[src/rtl/regfile_wb_arbiter_pkg.sv]
// rtl/regfile_wb_arbiter_pkg.sv - shared constants and helpers for the regfile write-port arbiter
package regfile_wb_arbiter_pkg;

  localparam int DW_DEF   = 32;
  localparam int AW_DEF   = 5;
  localparam int REG_ZERO = 0;

  // Width of an occupancy counter that must represent 0..depth inclusive
  function automatic int count_width(input int depth);
    return $clog2(depth) + 1;
  endfunction

endpackage

[src/rtl/wb_fifo.sv]
// rtl/wb_fifo.sv - in-order addr+data FIFO with per-entry visibility for hazard compares
module wb_fifo
  import regfile_wb_arbiter_pkg::*;
#(
  parameter int DW    = DW_DEF,
  parameter int AW    = AW_DEF,
  parameter int DEPTH = 4,
  localparam int CW   = count_width(DEPTH),
  localparam int PW   = $clog2(DEPTH)
) (
  input  logic                        clk,
  input  logic                        reset,
  input  logic                        push,
  input  logic [AW-1:0]               push_addr,
  input  logic [DW-1:0]               push_data,
  input  logic                        pop,
  output logic [AW-1:0]               head_addr,
  output logic [DW-1:0]               head_data,
  output logic [CW-1:0]               count,
  output logic                        full,
  output logic                        empty,
  output logic [DEPTH-1:0]            entry_valid,
  output logic [DEPTH-1:0][AW-1:0]    entry_addr
);

  logic [DEPTH-1:0][AW-1:0] mem_addr;
  logic [DEPTH-1:0][DW-1:0] mem_data;
  logic [PW-1:0]            rd_ptr;
  logic [PW-1:0]            wr_ptr;
  logic                     do_push;
  logic                     do_pop;

  assign full    = (count == CW'(DEPTH));
  assign empty   = (count == '0);
  assign do_push = push && !full;
  assign do_pop  = pop && !empty;

  assign head_addr  = mem_addr[rd_ptr];
  assign head_data  = mem_data[rd_ptr];
  assign entry_addr = mem_addr;

  // Storage write; contents need no reset because validity comes from the pointers
  always_ff @(posedge clk) begin
    if (do_push) begin
      mem_addr[wr_ptr] <= push_addr;
      mem_data[wr_ptr] <= push_data;
    end
  end

  // Pointer and occupancy bookkeeping; reset discards everything queued
  always_ff @(posedge clk) begin
    if (!reset) begin
      rd_ptr <= '0;
      wr_ptr <= '0;
      count  <= '0;
    end else begin
      if (do_push) wr_ptr <= wr_ptr + PW'(1);
      if (do_pop)  rd_ptr <= rd_ptr + PW'(1);
      case ({do_push, do_pop})
        2'b10:   count <= count + CW'(1);
        2'b01:   count <= count - CW'(1);
        default: count <= count;
      endcase
    end
  end

  // A slot is live when its distance from the head is below the occupancy
  always_comb begin
    logic [PW-1:0] off;
    entry_valid = '0;
    for (int i = 0; i < DEPTH; i++) begin
      off            = PW'(i) - rd_ptr;
      entry_valid[i] = ({1'b0, off} < count);
    end
  end

endmodule

[src/rtl/regfile_wb_arbiter.sv]
// rtl/regfile_wb_arbiter.sv - merges pipeline writeback and queued multicycle results onto one regfile write port
module regfile_wb_arbiter
  import regfile_wb_arbiter_pkg::*;
#(
  parameter int DW           = DW_DEF,
  parameter int AW           = AW_DEF,
  parameter int DEPTH        = 4,
  parameter int STARVE_LIMIT = 8,
  localparam int CW          = count_width(DEPTH),
  localparam int SW          = $clog2(STARVE_LIMIT + 1)
) (
  input  logic          clk,
  input  logic          reset,
  input  logic          pri_valid,
  input  logic [AW-1:0] pri_addr,
  input  logic [DW-1:0] pri_data,
  input  logic          sec_valid,
  output logic          sec_ready,
  input  logic [AW-1:0] sec_addr,
  input  logic [DW-1:0] sec_data,
  input  logic [AW-1:0] q_addr1,
  input  logic [AW-1:0] q_addr2,
  output logic          q_hit1,
  output logic          q_hit2,
  output logic          we,
  output logic [AW-1:0] writeaddr,
  output logic [DW-1:0] writedata,
  output logic          pipe_stall,
  output logic [CW-1:0] fifo_count,
  output logic          err_collision
);

  logic                     pri_use;
  logic                     fifo_push;
  logic                     fifo_pop;
  logic                     fifo_full;
  logic                     fifo_empty;
  logic [AW-1:0]            head_addr;
  logic [DW-1:0]            head_data;
  logic [DEPTH-1:0]         entry_valid;
  logic [DEPTH-1:0][AW-1:0] entry_addr;
  logic [SW-1:0]            starve_cnt;
  logic [SW-1:0]            starve_next;

  // Register zero is hardwired, so a primary write to it does not occupy the port
  assign pri_use   = pri_valid && (pri_addr != AW'(REG_ZERO));
  assign sec_ready = reset && !fifo_full;
  assign fifo_push = sec_valid && sec_ready && (sec_addr != AW'(REG_ZERO));
  assign fifo_pop  = reset && !fifo_empty && !pri_use;

  wb_fifo #(
    .DW    (DW),
    .AW    (AW),
    .DEPTH (DEPTH)
  ) u_fifo (
    .clk         (clk),
    .reset       (reset),
    .push        (fifo_push),
    .push_addr   (sec_addr),
    .push_data   (sec_data),
    .pop         (fifo_pop),
    .head_addr   (head_addr),
    .head_data   (head_data),
    .count       (fifo_count),
    .full        (fifo_full),
    .empty       (fifo_empty),
    .entry_valid (entry_valid),
    .entry_addr  (entry_addr)
  );

  // Write-port mux: primary has absolute priority, FIFO head fills idle cycles
  always_comb begin
    we        = 1'b0;
    writeaddr = '0;
    writedata = '0;
    if (reset) begin
      if (pri_use) begin
        we        = 1'b1;
        writeaddr = pri_addr;
        writedata = pri_data;
      end else if (!fifo_empty) begin
        we        = 1'b1;
        writeaddr = head_addr;
        writedata = head_data;
      end
    end
  end

  // Pending-write hits against queued entries only; an entry arriving this cycle is not yet visible
  always_comb begin
    q_hit1 = 1'b0;
    q_hit2 = 1'b0;
    if (reset) begin
      for (int i = 0; i < DEPTH; i++) begin
        if (entry_valid[i] && (entry_addr[i] == q_addr1) && (q_addr1 != AW'(REG_ZERO))) q_hit1 = 1'b1;
        if (entry_valid[i] && (entry_addr[i] == q_addr2) && (q_addr2 != AW'(REG_ZERO))) q_hit2 = 1'b1;
      end
    end
  end

  // Starvation count: how long the head has waited behind the primary, saturating at the limit
  always_comb begin
    starve_next = starve_cnt;
    if (fifo_empty || fifo_pop) begin
      starve_next = '0;
    end else if (starve_cnt < SW'(STARVE_LIMIT)) begin
      starve_next = starve_cnt + SW'(1);
    end
  end

  // Starve counter, stall request and sticky collision flag
  always_ff @(posedge clk) begin
    if (!reset) begin
      starve_cnt    <= '0;
      pipe_stall    <= 1'b0;
      err_collision <= 1'b0;
    end else begin
      starve_cnt <= starve_next;
      pipe_stall <= (starve_next == SW'(STARVE_LIMIT));
      if (pipe_stall && pri_use) err_collision <= 1'b1;
    end
  end

endmodule

[config.mk]
export PLATFORM = sky130hd
export DESIGN_NAME = regfile_wb_arbiter
export DESIGN_NICKNAME = d
export VERILOG_FILES = /design/src/rtl/regfile_wb_arbiter_pkg.sv /design/src/rtl/wb_fifo.sv /design/src/rtl/regfile_wb_arbiter.sv
export SDC_FILE = /design/constraint.sdc
export NUM_CORES = 1
export LEC_CHECK = 0
export CAP_MARGIN = 20
export CORE_ASPECT_RATIO = 1.5
export CORE_MARGIN = 3
export CORE_UTILIZATION = 47
export CTS_BUF_LIST = sky130_fd_sc_hd__clkbuf_16
export CTS_CLUSTER_SIZE = 20
export DETAILED_ROUTE_END_ITERATION = 8
export GPL_TIMING_DRIVEN = 0
export MAX_ROUTING_LAYER = met4
export PLACE_DENSITY = 0.76
export SYNTH_ARGS = -nofsm -noshare
export SYNTH_HDL_FRONTEND = slang
export SYNTH_SLANG_ARGS = --single-unit
[constraint.sdc]
create_clock -name clk -period 2.7 [get_ports clk]
set_input_delay 0.27 -clock clk [delete_from_list [all_inputs] [get_ports clk]]
set_output_delay 0.27 -clock clk [all_outputs]
set_load 0.02 [all_outputs]
After elaboration in Yosys (flattened, before gate mapping) --
Cells that the tools add are included. W data, S select, Z words.
Storage, ports and cells: bits in registers 161, bits of input ports 88, output and inout port bits 46, logic and storage cells 111
Cells by class: $add $sub $neg 9, $lt $le $gt $ge 8, eq/ne operators 12, multiplexer cells 32, reductions and logical operators 36
Operators by type and width (number):
- $mux W32 | 5
- $bwmux W128 | 1
- $bmux W32 S2 | 1
- $demux W32 S2 | 1
- $eq A5 B5 Y1 | 8
- $logic_and A1 B1 Y1 | 26
- $mux W5 | 5
- $bwmux W20 | 1
- $reduce_bool A5 Y1 | 4
- $mux W1 | 13
- $lt A2 B3 Y1 | 4
- $bmux W5 S2 | 1
- $demux W5 S2 | 1
- $mux W4 | 2
- $lt A2 B3 Y1 const B | 2
- $pmux W3 S2 | 1
- $add A2 B1 Y2 const B | 2
- $add A4 B1 Y4 const B | 1
- $eq A4 B4 Y1 const B | 1
- $lt A4 B4 Y1 const B | 1
- $sub A1 B2 Y2 const A | 2
- $sub A2 B2 Y2 const A | 2
- $add A3 B1 Y3 const B | 1
- $eq A3 B3 Y1 const B | 1
- 8 further kinds | 10

Logic depth before layout (Yosys ltp) --
Gate-level depths: netlist (run 1).
word-level depth 9, gate-level depth with buffers 10, depth with buffers taken out 9

By module --
A second synthesis (run 1) with hierarchy kept.
Second synthesis, totals: cells, all modules 419, area total of the unflattened synthesis 7248.2 um^2
By module, submodules not included:
- wb_fifo | times used 1, cells an instance 263, area each 5969.5 um^2, seq. area each 4584.4 um^2
- regfile_wb_arbiter | times used 1, cells an instance 156, area each 1278.7 um^2, seq. area each 120.1 um^2

Worst setup path before layout (run 1) --
OpenSTA, ideal clock, no wires.
kind reg-to-reg, start point reg u_fifo.count[1], end point reg u_fifo.mem_addr, in the netlist u_fifo.entry_addr[0], enable pin, library setup time 431 ps, arrival time 3074 ps, data required time 2269 ps, setup slack -806 ps, cell stages (with the launch flop) 5, buffers on the path 0, clock period less this slack 3506 ps, cells stage by stage dfxtp_1 > inv_1 > a31oi_1 > o211ai_2 > nor2_1
On the way: cells in the longest elaborated chain, start to end 6
RTL lines:
- from (decl) | line wb_fifo.sv:19 | output logic [CW-1:0] count,
- from (signal assigned) | line wb_fifo.sv:60 | 2'b10: count <= count + CW'(1);
- from (signal assigned) | line wb_fifo.sv:61 | 2'b01: count <= count - CW'(1);
- from (signal assigned) | line wb_fifo.sv:62 | default: count <= count;
- $eq A3 B3 Y1 | line wb_fifo.sv:33 | assign full = (count == CW'(DEPTH));
- $logic_not A1 Y1 | line regfile_wb_arbiter.sv:47 | assign sec_ready = reset && !fifo_full;
- $logic_and A1 B1 Y1 | line regfile_wb_arbiter.sv:47
- named net sec_ready | line regfile_wb_arbiter.sv:18 | output logic sec_ready,
- $logic_and A1 B1 Y1 (2 in a row) | line regfile_wb_arbiter.sv:48 | assign fifo_push = sec_valid && sec_ready && (sec_addr != AW'(REG_ZERO));
- $logic_and A1 B1 Y1 | line wb_fifo.sv:35 | assign do_push = push && !full;
- to (signal, indexed assignment) | line wb_fifo.sv:45 | mem_addr[wr_ptr] <= push_addr;
- to (decl) | line wb_fifo.sv:26 | logic [DEPTH-1:0][AW-1:0] mem_addr;
The timed path passes the listed nets, and every way through them passes these cells. A chain may end at the register's enable or synchronous reset.

Worst setup path after layout (run 1) --
start point in pri_addr[0], end point reg u_fifo.count[2]
On the way: cells in the longest elaborated chain, start to end 7, elaborated cells on any way between the ends 9, classes of those cells eq/ne (2); mux (1); reduce/logical (6)
RTL lines:
- from (decl) | line regfile_wb_arbiter.sv:15 | input logic [AW-1:0] pri_addr,
- $reduce_bool A5 Y1 (*) | line regfile_wb_arbiter.sv:46 | assign pri_use = pri_valid && (pri_addr != AW'(REG_ZERO));
- $logic_and A1 B1 Y1 (*) | line regfile_wb_arbiter.sv:46
- $logic_not A1 Y1 (*) | line regfile_wb_arbiter.sv:49 | assign fifo_pop = reset && !fifo_empty && !pri_use;
- $logic_and A1 B1 Y1 (*) | line regfile_wb_arbiter.sv:49
- $logic_and A1 B1 Y1 (*) | line wb_fifo.sv:36 | assign do_pop = pop && !empty;
- named net u_fifo.do_pop | line wb_fifo.sv:31 | logic do_pop;
- $eq A2 B1 Y1 or $eq A2 B2 Y1 (tied branches) | line wb_fifo.sv:59 | case ({do_push, do_pop})
- $pmux W3 S2 or $reduce_bool A2 Y1 (tied branches)
Mark *: on every way through the listed nets, which the timed path passes. The rest lies on a longest branch.

==> results of run 1 <==
## metal layers
layer | track usage, % | routed length [µm]
met1 | 23.3 | 6250
met3 | 3.52 | 568
met5 | - | 0
met2 | 38.0 | 9530
met4 | 8.15 | 361
## logic make-up (layout without fill, tap and decap cells)
group	count (synthesis)	count (layout)	synth area share [%]
buffers and inverters	41	215	2.73
adders and majority gates	11	11	2.05
xor gates and xnor gates	47	47	5.83
DFF	161	161	66.6
and+or+nand+nor	57	57	4.04
muxes	40	40	12.2
AOI/OAI and AO/OA	58	58	6.57
## flip-flops by register name (all words and copies together) (netlist names)
register and cells:
starve_cnt 4, u_fifo.entry_addr 20, u_fifo.wr_ptr 2, err_collision 1
u_fifo.mem_data 128, u_fifo.rd_ptr 2, u_fifo.count 3, pipe_stall 1
## how the worst min path moves through the flow
stage	from	endpoint	slack [ns]	cells past startpoint
after CTS	sec_data[16]	u_fifo.mem_data[16]	0.47	1
after floorplan	sec_addr[0]	u_fifo.entry_addr[0]	0.37	0
after global placement	err_collision	err_collision	0.45	2
after detailed placement	err_collision	err_collision	0.47	2
after global routing	sec_data[5]	u_fifo.mem_data[101]	0.48	1
final	err_collision	err_collision	0.49	2
## Yosys cell counts
library cell	count	area, µm²
fa_1	1	20.0
a22oi_1	2	15.0
nor2_4	1	11.3
a31oi_1	2	12.5
buf_1	2	7.51
xnor2_1	20	175
o21a_2	1	8.76
a22o_1	35	307
or3_1	1	6.26
o21bai_1	1	7.51
dfxtp_1	13	260
nor2_1	24	90.1
mux4_2	37	833
nor2b_1	1	6.26
mux2i_1	3	30.0
a21oi_1	7	35.0
nand3_1	6	30.0
buf_6	4	45.0
o22ai_1	2	12.5
edfxtp_1	148	4440
o211ai_2	1	12.5
nor3_1	10	50.1
and2_4	1	8.76
nor4b_1	1	8.76
buf_2	7	35.0
nand2b_1	2	12.5
clkinv_1	1	3.75
a21boi_0	1	7.51
clkbuf_1	14	52.6
ha_1	10	125
inv_1	13	48.8
o21ai_0	3	15.0
or4_1	4	30.0
a41oi_1	1	8.76
xor2_1	27	236
o221a_2	2	22.5
nand4_1	2	12.5
nand2_1	3	11.3
nand3b_1	1	7.51
## power by group through the flow
stage	combinational (mW)	clock (mW)	sequential, mW
2_1_floorplan	0.537	0	2.87
3_5_place_dp	0.942	0	2.87
3_3_place_gp	0.906	0	2.87
5_1_grt	1.01	2.48	2.84
4_1_cts	0.955	2.37	2.83
6_report	0.940	2.33	2.83
## through the flow
step | total power [mW] | instances | setup WS, ns
final | 6.10 | 785 | -0.00674
after global routing | 6.32 | 785 | -0.102
after CTS | 6.16 | 782 | 0.0000404
after detailed placement | 3.82 | 738 | -0.831
after global placement | 3.78 | 734 | -1.46
after floorplan | 3.41 | 415 | -0.229
## cell type report
class / count / area (µm²)
Buffer: 25 / 181
Clock buffer: 17 / 425
Clock inverter: 15 / 161
Fill cell: 1054 / 5280
Inverter: 14 / 56.3
Multi-Input combinational cell: 213 / 2250
Sequential cell: 161 / 4710
Tap cell: 196 / 245
Timing Repair Buffer: 144 / 1350
## what timing repair did
item	4_1_cts	5_1_grt
cloned	0	0
pin swaps	7	5
gates resized for setup	139	36
buffers inserted	13	4
hold buffers	0	0
endpoints found under the hold margin	0	0
endpoints found under the setup margin	123	26
## critical path, delay by kind of cell
| family | cells | cell delay [ns] |
|---|---|---|
| compound gates | 2 | 0.38 |
| buf+inv | 3 | 0.62 |
| xor+xnor | 1 | 0.16 |
| fa+ha+maj | 2 | 0.56 |
| simple gates | 3 | 1.07 |
==> reports/results.ini, run 1 <==
[floorplan]
rows = 54
dieArea_mm2 = 0.0166
initial_core_util_pct = 48.2
core_mm2 = 0.0147
ios = 134
die_h_um = 156
chipWidth_um = 106

[power]
p_switching_mw = 1.59
max-vdd-ir-drop_v = 0.000429
p_int_mw = 4.51
seqPwrFrac_pct = 46.4
power.density_mw_per_mm2 = 650
leakagePower_nw = 3.23
switching_share_pct = 26.1
pwr-share-clk_pct = 38.2
combPwrFrac_pct = 15.4

[timing]
fin_crit_sh_pct = 100
fin_ws_ns = -0.00674
slew_violations = 0
hold_violations = 0
holdWs_ns = 0.487
fmax_ghz = 0.369
period_needed_ns = 2.71
worstMarginPinSlew_ns = 0.624
final-setup-viol-count = 1
skew_ns = 0.0163
relSlewSlack_pct = 58.4
tns_ns = -0.00674
grt_setup_unrepaired = yes

[global_route]
grt_remaining_overflow = 0
grt_pass1_vias = 4747
grt_pass1_wl_um = 25400
grt_max_degree = 21
grt_usage_pct = 21.1
antenna_found_initial = 0

[worst_setup_path]
slowest_stage = or4_4
worstSetupStartpointType = input port
path_max_fanout = 5
startpoint = pri_addr[0]
end_kind = register
worstPathArrival_ns = 3.06
ff2ff_path_depth = 10
required_ns = 3.05
max_stage_delay_ns = 0.55
crit_chain = clkdlybuf4s50_1 > or4_4 > o21a_4 > nor2_4 > buf_6 > ha_2 > inv_1 > fa_1 > xor2_1 > or3_1 > a21oi_2
r2r_start = u_fifo.count[2]
crit_end = u_fifo.count[2]
ff2ff_setup_slack_ns = 0.17
r2r_end = u_fifo.count[2]
critical_path_class = input port to register

[min_path]
hp-class = register to register

[cells_and_area]
area.growth.synth_to_final_pct = 32.7
nNetsFinal = 675
drive_gt1_share_pct = 26.7
antenna_cells = 0
postLayoutCoreUtil_pct = 64.0
finish.instance_area_mm2 = 0.00938
final_common_cell = edfxtp_1
layout_common_cells = 148 x edfxtp_1, 83 x clkdlybuf4s50_1, 37 x mux4_2

[drt]
vias = 4344
firstDrtPassIters = 4
antenna_left = 0
wl_per_cell_um = 21.3
first_iter_violations = 168
routed_wl_um = 16700
remaining_drc_errors = 0
vias_per_cell = 5.53

[place]
port_buffers = 123
routabilityCongestion = 0.916
place.detailed.hpwl_um = 11600
post_dp_cell_area_mm2 = 0.00868

[synthesis]
ys_seq_elements = 161
yosysWarnings = 0
synth-seq-area-share_pct = 66.6
syn_inst = 415
synth_fp_nets = 514
synth_area_mm2 = 0.00707
yosysUniqueCellTypes = 39
syn_avg_cell_area_um2 = 17.0

[clocking]
h-tree-depth = 4
clock_tree.buffer_depth = 2
clock-root-buffer = clkbuf_16
clk_pin_slew_ns = 0.07
numClockSinks = 161
cts_tree = yes
cts_buffers = 17
clk_latency_ns = 0.42

[status]
status = complete, but fails checks
failed_checks = setup timing

[job]
drv_cap = 0

No activity file was read; power rests on OpenSTA's default activity.
==> run 2, diff against run 1 <==
--- a/config.mk
+++ b/config.mk
@@ -5,12 +5,10 @@
 export SDC_FILE = /design/constraint.sdc
 export NUM_CORES = 1
 export LEC_CHECK = 0
-export CAP_MARGIN = 20
 export CORE_ASPECT_RATIO = 1.5
 export CORE_MARGIN = 3
 export CORE_UTILIZATION = 47
 export CTS_BUF_LIST = sky130_fd_sc_hd__clkbuf_16
-export CTS_CLUSTER_SIZE = 20
 export DETAILED_ROUTE_END_ITERATION = 8
 export GPL_TIMING_DRIVEN = 0
 export MAX_ROUTING_LAYER = met4
==> run 2 against run 1 <==
Core utilization stayed put. The flow still finishes with violations (setup timing). Critical endpoint unchanged. Hold slack stayed put. Clock-buffer cell count stayed put. Power stayed put. Fmax stayed put. Sequential cell count stayed put. Cell area stayed put. Critical path type unchanged. Combinational power hardly changed. Sequential share of layout area stayed put.
==> reports/results.ini, run 2 (synthesized netlist as in run 1, its figures left out) <==
[clocking]
clk_latency_ns = 0.42  ; about the same
cts_buffers = 17  ; unchanged
cts_tree = yes
clock_tree.buffer_depth = 2  ; unchanged
clock-root-buffer = clkbuf_16
clk_pin_slew_ns = 0.07  ; about the same
h-tree-depth = 4  ; unchanged
holdBufCountCts = 0  ; unchanged
numClockSinks = 161  ; unchanged

[worst_setup_path]
end_kind = register
critical_path_class = input port to register
worstSetupStartpointType = input port
worstPathArrival_ns = 3.06  ; about the same
path_max_fanout = 5  ; unchanged
required_ns = 3.05  ; about the same

[timing]
fin_crit_sh_pct = 100  ; unchanged
period_needed_ns = 2.71  ; unchanged
grt_setup_unrepaired = yes
fmax_ghz = 0.369  ; unchanged
relSlewSlack_pct = 58.4  ; unchanged
skew_ns = 0.0163  ; unchanged
slew_violations = 0  ; unchanged
hold_violations = 0  ; unchanged
fin_ws_ns = -0.00674  ; unchanged
final-setup-viol-count = 1  ; unchanged
worstMarginPinSlew_ns = 0.624  ; unchanged

[place]
port_buffers = 123  ; unchanged
place.detailed.hpwl_um = 11600  ; unchanged
dp_cells = 738  ; unchanged
routabilityCongestion = 0.916  ; unchanged

[floorplan]
rows = 54  ; unchanged
chipWidth_um = 106  ; unchanged
initial_core_util_pct = 48.2  ; unchanged
ios = 134  ; unchanged
die_h_um = 156  ; unchanged
core_mm2 = 0.0147  ; unchanged
dieArea_mm2 = 0.0166  ; unchanged

[drt]
wl_per_cell_um = 21.3  ; unchanged
firstDrtPassIters = 4  ; unchanged
antenna_left = 0  ; unchanged
routed_wl_um = 16700  ; unchanged
vias = 4344  ; unchanged
remaining_drc_errors = 0  ; unchanged
first_iter_violations = 168  ; unchanged
vias_per_cell = 5.53  ; unchanged

[cells_and_area]
stdcell_count = 785  ; unchanged
area.growth.synth_to_final_pct = 32.7  ; unchanged
final_common_cell = edfxtp_1
layout_common_cells = 148 x edfxtp_1, 83 x clkdlybuf4s50_1, 37 x mux4_2
nNetsFinal = 675  ; unchanged
drive_gt1_share_pct = 26.7  ; unchanged
largest_reg_flops = 128  ; unchanged
n_fill_cell = 1054  ; unchanged
antenna_cells = 0  ; unchanged
regMostFlops = u_fifo.mem_data

[global_route]
grt_busiest_layer = met2
grt_usage_pct = 21.1  ; unchanged
use_met2_pct = 38.0  ; unchanged
met3_usage_pct = 3.52  ; unchanged
grt_pass1_wl_um = 25400  ; unchanged
grt_remaining_overflow = 0  ; unchanged
antenna_found_initial = 0  ; unchanged
grt_pass1_vias = 4747  ; unchanged
use_met1_pct = 23.3  ; unchanged
grt_max_degree = 21  ; unchanged

[power]
leakagePower_nw = 3.23  ; unchanged
p_switching_mw = 1.59  ; unchanged
p_int_mw = 4.51  ; unchanged
seqPwrFrac_pct = 46.4  ; about the same
switching_share_pct = 26.1  ; unchanged
combPwrFrac_pct = 15.4  ; about the same
pwr-share-clk_pct = 38.2  ; about the same
power.density_mw_per_mm2 = 650  ; unchanged
power.total_mw = 6.10  ; unchanged
max-vdd-ir-drop_v = 0.000429  ; unchanged

[status]
failed_checks = setup timing
status = complete, but fails checks

[job]
drv_cap = 0  ; unchanged

[min_path]
hp-class = register to register

[run 2: cell counts in the layout (fill, tap and decap cells not counted)]
Identical to the previous run, type by type.
[run 2: path summary, 6_finish.rpt]
check,startpoint,to,slack (ns),cells after the start
max,pri_addr[0],u_fifo.count[2],-0.007,11
min,err_collision,err_collision,0.49,2
max reg2reg,u_fifo.count[2],u_fifo.count[2],0.17,10
min reg2reg,err_collision,err_collision,0.49,2
[run 2: critical path, cell delays in order]
cell             delay, ns
clkdlybuf4s50_1       0.43
or4_4                 0.55
o21a_4                0.24
nor2_4                0.17
buf_6                 0.13
ha_2                  0.18
inv_1                 0.06
fa_1                  0.38
xor2_1                0.16
or3_1                 0.35
a21oi_2               0.14
[run 2: stage by stage]
step | util, % | hold WS, ns | instance area (µm²) | setup slack (ns) | TNS [ns]
after floorplan | - | 0.369 | 7080 | -0.229 | -33.83
after detailed placement | 59.2 | 0.475 | 8680 | -0.831 | -90.75
final | 64.0 | 0.487 | 9380 | -0.00674 | -0.00674
after global placement | 58.3 | 0.449 | 8550 | -1.46 | -229.31
after CTS | 64.5 | 0.471 | 9450 | 0.0000404 | 0
after global routing | 64.0 | 0.484 | 9380 | -0.102 | -0.334
[run 2: layout make-up]
| cell class | count | area [µm²] | share of cell area, % |
|---|---|---|---|
| plain buffers | 25 | 181 | 1.93 |
| clock buffers | 17 | 425 | 4.54 |
| clock inverters | 15 | 161 | 1.72 |
| inverters | 14 | 56.3 | 0.600 |
| multi-input cells | 213 | 2250 | 24.0 |
| flip-flops and latches | 161 | 4710 | 50.2 |
| well taps | 196 | 245 | 2.61 |
| repair buffers | 144 | 1350 | 14.4 |
[run 2: per-layer routing]
layer  vias to the layer above  wire length (µm)
li1                       1959                 -
met1                      2233              6250
met2                       128              9530
met3                        24               568
met4                         0               361
met5                         -                 0
[run 2: timing repair]
action	in CTS	in global routing
resized for setup	139	36
pin swaps	7	5
setup buffers	13	4
endpoints found under the setup margin	123	26
[run 2: power by group through the flow]
stage / registers, mW / clock network [mW] / logic (mW)
floorplan: 2.87 / 0 / 0.537
global placement: 2.87 / 0 / 0.906
global route: 2.84 / 2.48 / 1.01
finish: 2.83 / 2.33 / 0.940
CTS: 2.83 / 2.37 / 0.955
detailed placement: 2.87 / 0 / 0.942
==> run 3, diff against run 2 <==
--- a/config.mk
+++ b/config.mk
@@ -5,14 +5,15 @@
 export SDC_FILE = /design/constraint.sdc
 export NUM_CORES = 1
 export LEC_CHECK = 0
+export ABC_CLOCK_PERIOD_IN_PS = 3350
 export CORE_ASPECT_RATIO = 1.5
 export CORE_MARGIN = 3
-export CORE_UTILIZATION = 47
+export CORE_UTILIZATION = 56
 export CTS_BUF_LIST = sky130_fd_sc_hd__clkbuf_16
 export DETAILED_ROUTE_END_ITERATION = 8
 export GPL_TIMING_DRIVEN = 0
 export MAX_ROUTING_LAYER = met4
-export PLACE_DENSITY = 0.76
+export PLACE_DENSITY = 0.85
 export SYNTH_ARGS = -nofsm -noshare
 export SYNTH_HDL_FRONTEND = slang
 export SYNTH_SLANG_ARGS = --single-unit
==> constraint.sdc (replaced) <==
create_clock -name clk -period 3.35 [get_ports clk]
set_input_delay 0.335 -clock clk [delete_from_list [all_inputs] [get_ports clk]]
set_output_delay 0.335 -clock clk [all_outputs]
set_load 0.02 [all_outputs]
==> run 3 against run 2 <==
The run now ends clean. Sequential power shrank 19%. Critical path type is now input port to primary output. Critical path depth shrank 4. Cell count shrank 7.5%. Sequential cell count is the same. Largest cell class unchanged. Via count grew 0.44%. Critical endpoint is now writedata[15]. Power shrank 20%. Clock-buffer cell count is the same. Die area shrank 15%. Hold slack lost 0.010 ns. Wire length shrank 2.6%. Cell area shrank 1.9%.
==> reports/results.ini, run 3 (synthesized netlist as in run 1, its figures left out) <==
[power]
leakagePower_nw = 3.04  ; -6.1%
max-vdd-ir-drop_v = 0.000430  ; +0.43%
power.density_mw_per_mm2 = 529  ; -19%

[global_route]
grt_usage_pct = 24.7  ; +3.6 points
grt_pass1_wl_um = 24900  ; -1.7%
antenna_found_initial = 0  ; unchanged
grt_remaining_overflow = 0  ; unchanged
grt_max_degree = 21  ; unchanged
use_met1_pct = 27.3  ; +4.0 points
met3_usage_pct = 5.73  ; +2.2 points
use_met2_pct = 42.9  ; +4.9 points
grt_busiest_layer = met2
grt_pass1_vias = 4562  ; -3.9%

[clocking]
cts_tree = yes
cts_buffers = 17  ; unchanged
clock_tree.buffer_depth = 2  ; unchanged
numClockSinks = 161  ; unchanged
clock-root-buffer = clkbuf_16
holdBufCountCts = 0  ; unchanged
h-tree-depth = 4  ; unchanged
clk_pin_slew_ns = 0.07  ; about the same
clk_latency_ns = 0.43  ; about the same

[worst_setup_path]
worstPathArrival_ns = 2.95  ; -0.11 ns
slowest_stage = clkdlybuf4s50_1
ff2ff_setup_slack_ns = 0.49  ; +0.32 ns
required_ns = 3.01  ; -0.04 ns
max_stage_delay_ns = 0.63  ; +0.08 ns
worst_path_most_repeated_cell = clkdlybuf4s50_1
r2r_start = u_fifo.count[0]
ff2ff_path_depth = 10  ; unchanged
worstSetupStartpointType = input port
r2r_end = u_fifo.count[2]
crit_family = buffers and inverters
critical_path_class = input port to primary output
path_max_fanout = 10  ; +5
crit_buf_inv = 3  ; unchanged
end_kind = primary output
crit_chain = clkdlybuf4s50_1 > or4_1 > o21a_2 > nor2_4 > clkbuf_4 > a22o_1 > clkdlybuf4s50_1

[drt]
vias_per_cell = 6.01  ; +8.6%
wl_per_cell_um = 22.4  ; +5.3%
vias = 4363  ; +0.44%
antenna_left = 0  ; unchanged
routed_wl_um = 16300  ; -2.6%
first_iter_violations = 206  ; +23%
firstDrtPassIters = 4  ; unchanged
remaining_drc_errors = 0  ; unchanged

[status]
status = finished, final reports clean

[min_path]
min_to = err_collision
hold-path-cell-count = 2  ; unchanged
hold_start = err_collision
hp-class = register to register

[floorplan]
initial_core_util_pct = 58.2  ; +10 points
rows = 49  ; -9.3%
die_h_um = 144  ; -8.1%
ios = 134  ; unchanged
core_mm2 = 0.0121  ; -17%
dieArea_mm2 = 0.0140  ; -15%
chipWidth_um = 97.7  ; -7.9%

[cells_and_area]
drive_gt1_share_pct = 16.8  ; -9.9 points
final_common_cell = edfxtp_1
n_fill_cell = 697  ; -34%
register_area_mm2 = 0.00471  ; -0.13%
layout_common_cells = 148 x edfxtp_1, 123 x clkdlybuf4s50_1, 37 x mux4_2
regMostFlops = u_fifo.mem_data
antenna_cells = 0  ; unchanged
largest_reg_flops = 128  ; unchanged
area.growth.synth_to_final_pct = 30.3
finish.instance_area_mm2 = 0.00921  ; -1.9%
multi_input_area_mm2 = 0.00220  ; -2.1%
stdcell_count = 726  ; -7.5%
nNetsFinal = 659  ; -2.4%

[timing]
grt_setup_unrepaired = no
skew_ns = 0.00979  ; -0.00654 ns
worstMarginPinSlew_ns = 0.738  ; +0.114 ns
slew_violations = 0  ; unchanged
final-setup-viol-count = 0  ; -1
relSlewSlack_pct = 50.8  ; -7.6 points
fin_crit_sh_pct = 97.9
hold_violations = 0  ; unchanged
period_needed_ns = 3.28
fmax_ghz = 0.305

[place]
post_dp_cell_area_mm2 = 0.00863  ; -0.62%
place.detailed.hpwl_um = 11000  ; -5.0%
routabilityCongestion = 0.973  ; +6.3%
port_buffers = 123  ; unchanged
dp_cells = 695  ; -5.8%

[job]
drv_cap = 0  ; unchanged

## run 3: cell type report
type,count,area share (%)
Clock buffer,17,4.62
Buffer,25,1.59
Sequential cell,161,51.1
Multi-Input combinational cell,213,23.9
Clock inverter,15,1.48
Inverter,14,0.571
Timing Repair Buffer,128,14.7
Tap cell,153,2.08
## run 3: metrics by stage
stage	hold WS (ns)	util (%)	setup TNS, ns	worst slack [ns]	power, mW
2_1_floorplan	0.434	-	-23.07	-0.156	2.75
4_1_cts	0.478	75.8	0	0.0356	4.89
3_5_place_dp	0.460	71.1	-9.63	-0.208	3.07
3_3_place_gp	0.450	69.9	-286.30	-1.95	3.04
5_1_grt	0.519	75.8	0	0.00711	5.03
6_report	0.476	75.8	0	0.0688	4.87
## run 3: worst max path at each step
stage / start / endpoint / cells after the start
floorplan: u_fifo.count[1] / u_fifo.entry_addr[0] / 4
finish: pri_addr[0] / writedata[15] / 7
global route: pri_addr[0] / writedata[19] / 7
detailed placement: pri_addr[0] / u_fifo.count[2] / 11
CTS: pri_addr[0] / writedata[16] / 7
global placement: reset / u_fifo.mem_data[17] / 5
## run 3: report_power, final
group | internal, mW | total [mW] | switching, mW
clock | 0.986 | 1.83 | 0.845
sequential | 2.25 | 2.28 | 0.0326
combinational | 0.389 | 0.754 | 0.365
## run 3: timing repair
| item | 4_1_cts | 5_1_grt |
|---|---|---|
| gates cloned | 0 | 0 |
| buffers inserted | 1 | 0 |
| resized for setup | 4 | 3 |
| endpoints found under the setup margin | 2 | 26 |
| pin swaps | 1 | 1 |
## run 3: layer usage
layer	share of wire, %	vias to the layer above
li1	-	1930
met2	55	186
met3	4.6	43
met4	3.0	0
met5	0	-
met1	37	2204
## run 3: worst reg2reg max path, cell delays in order, from the launching register on
cell and delay [ns]:
dfxtp_1 0.49, nor3_1 0.13, nand2b_1 0.21, nor2_4 0.30
clkbuf_4 0.30, ha_1 0.21, inv_1 0.08, fa_1 0.39
xor2_1 0.17, or3_1 0.31, a21oi_1 0.17
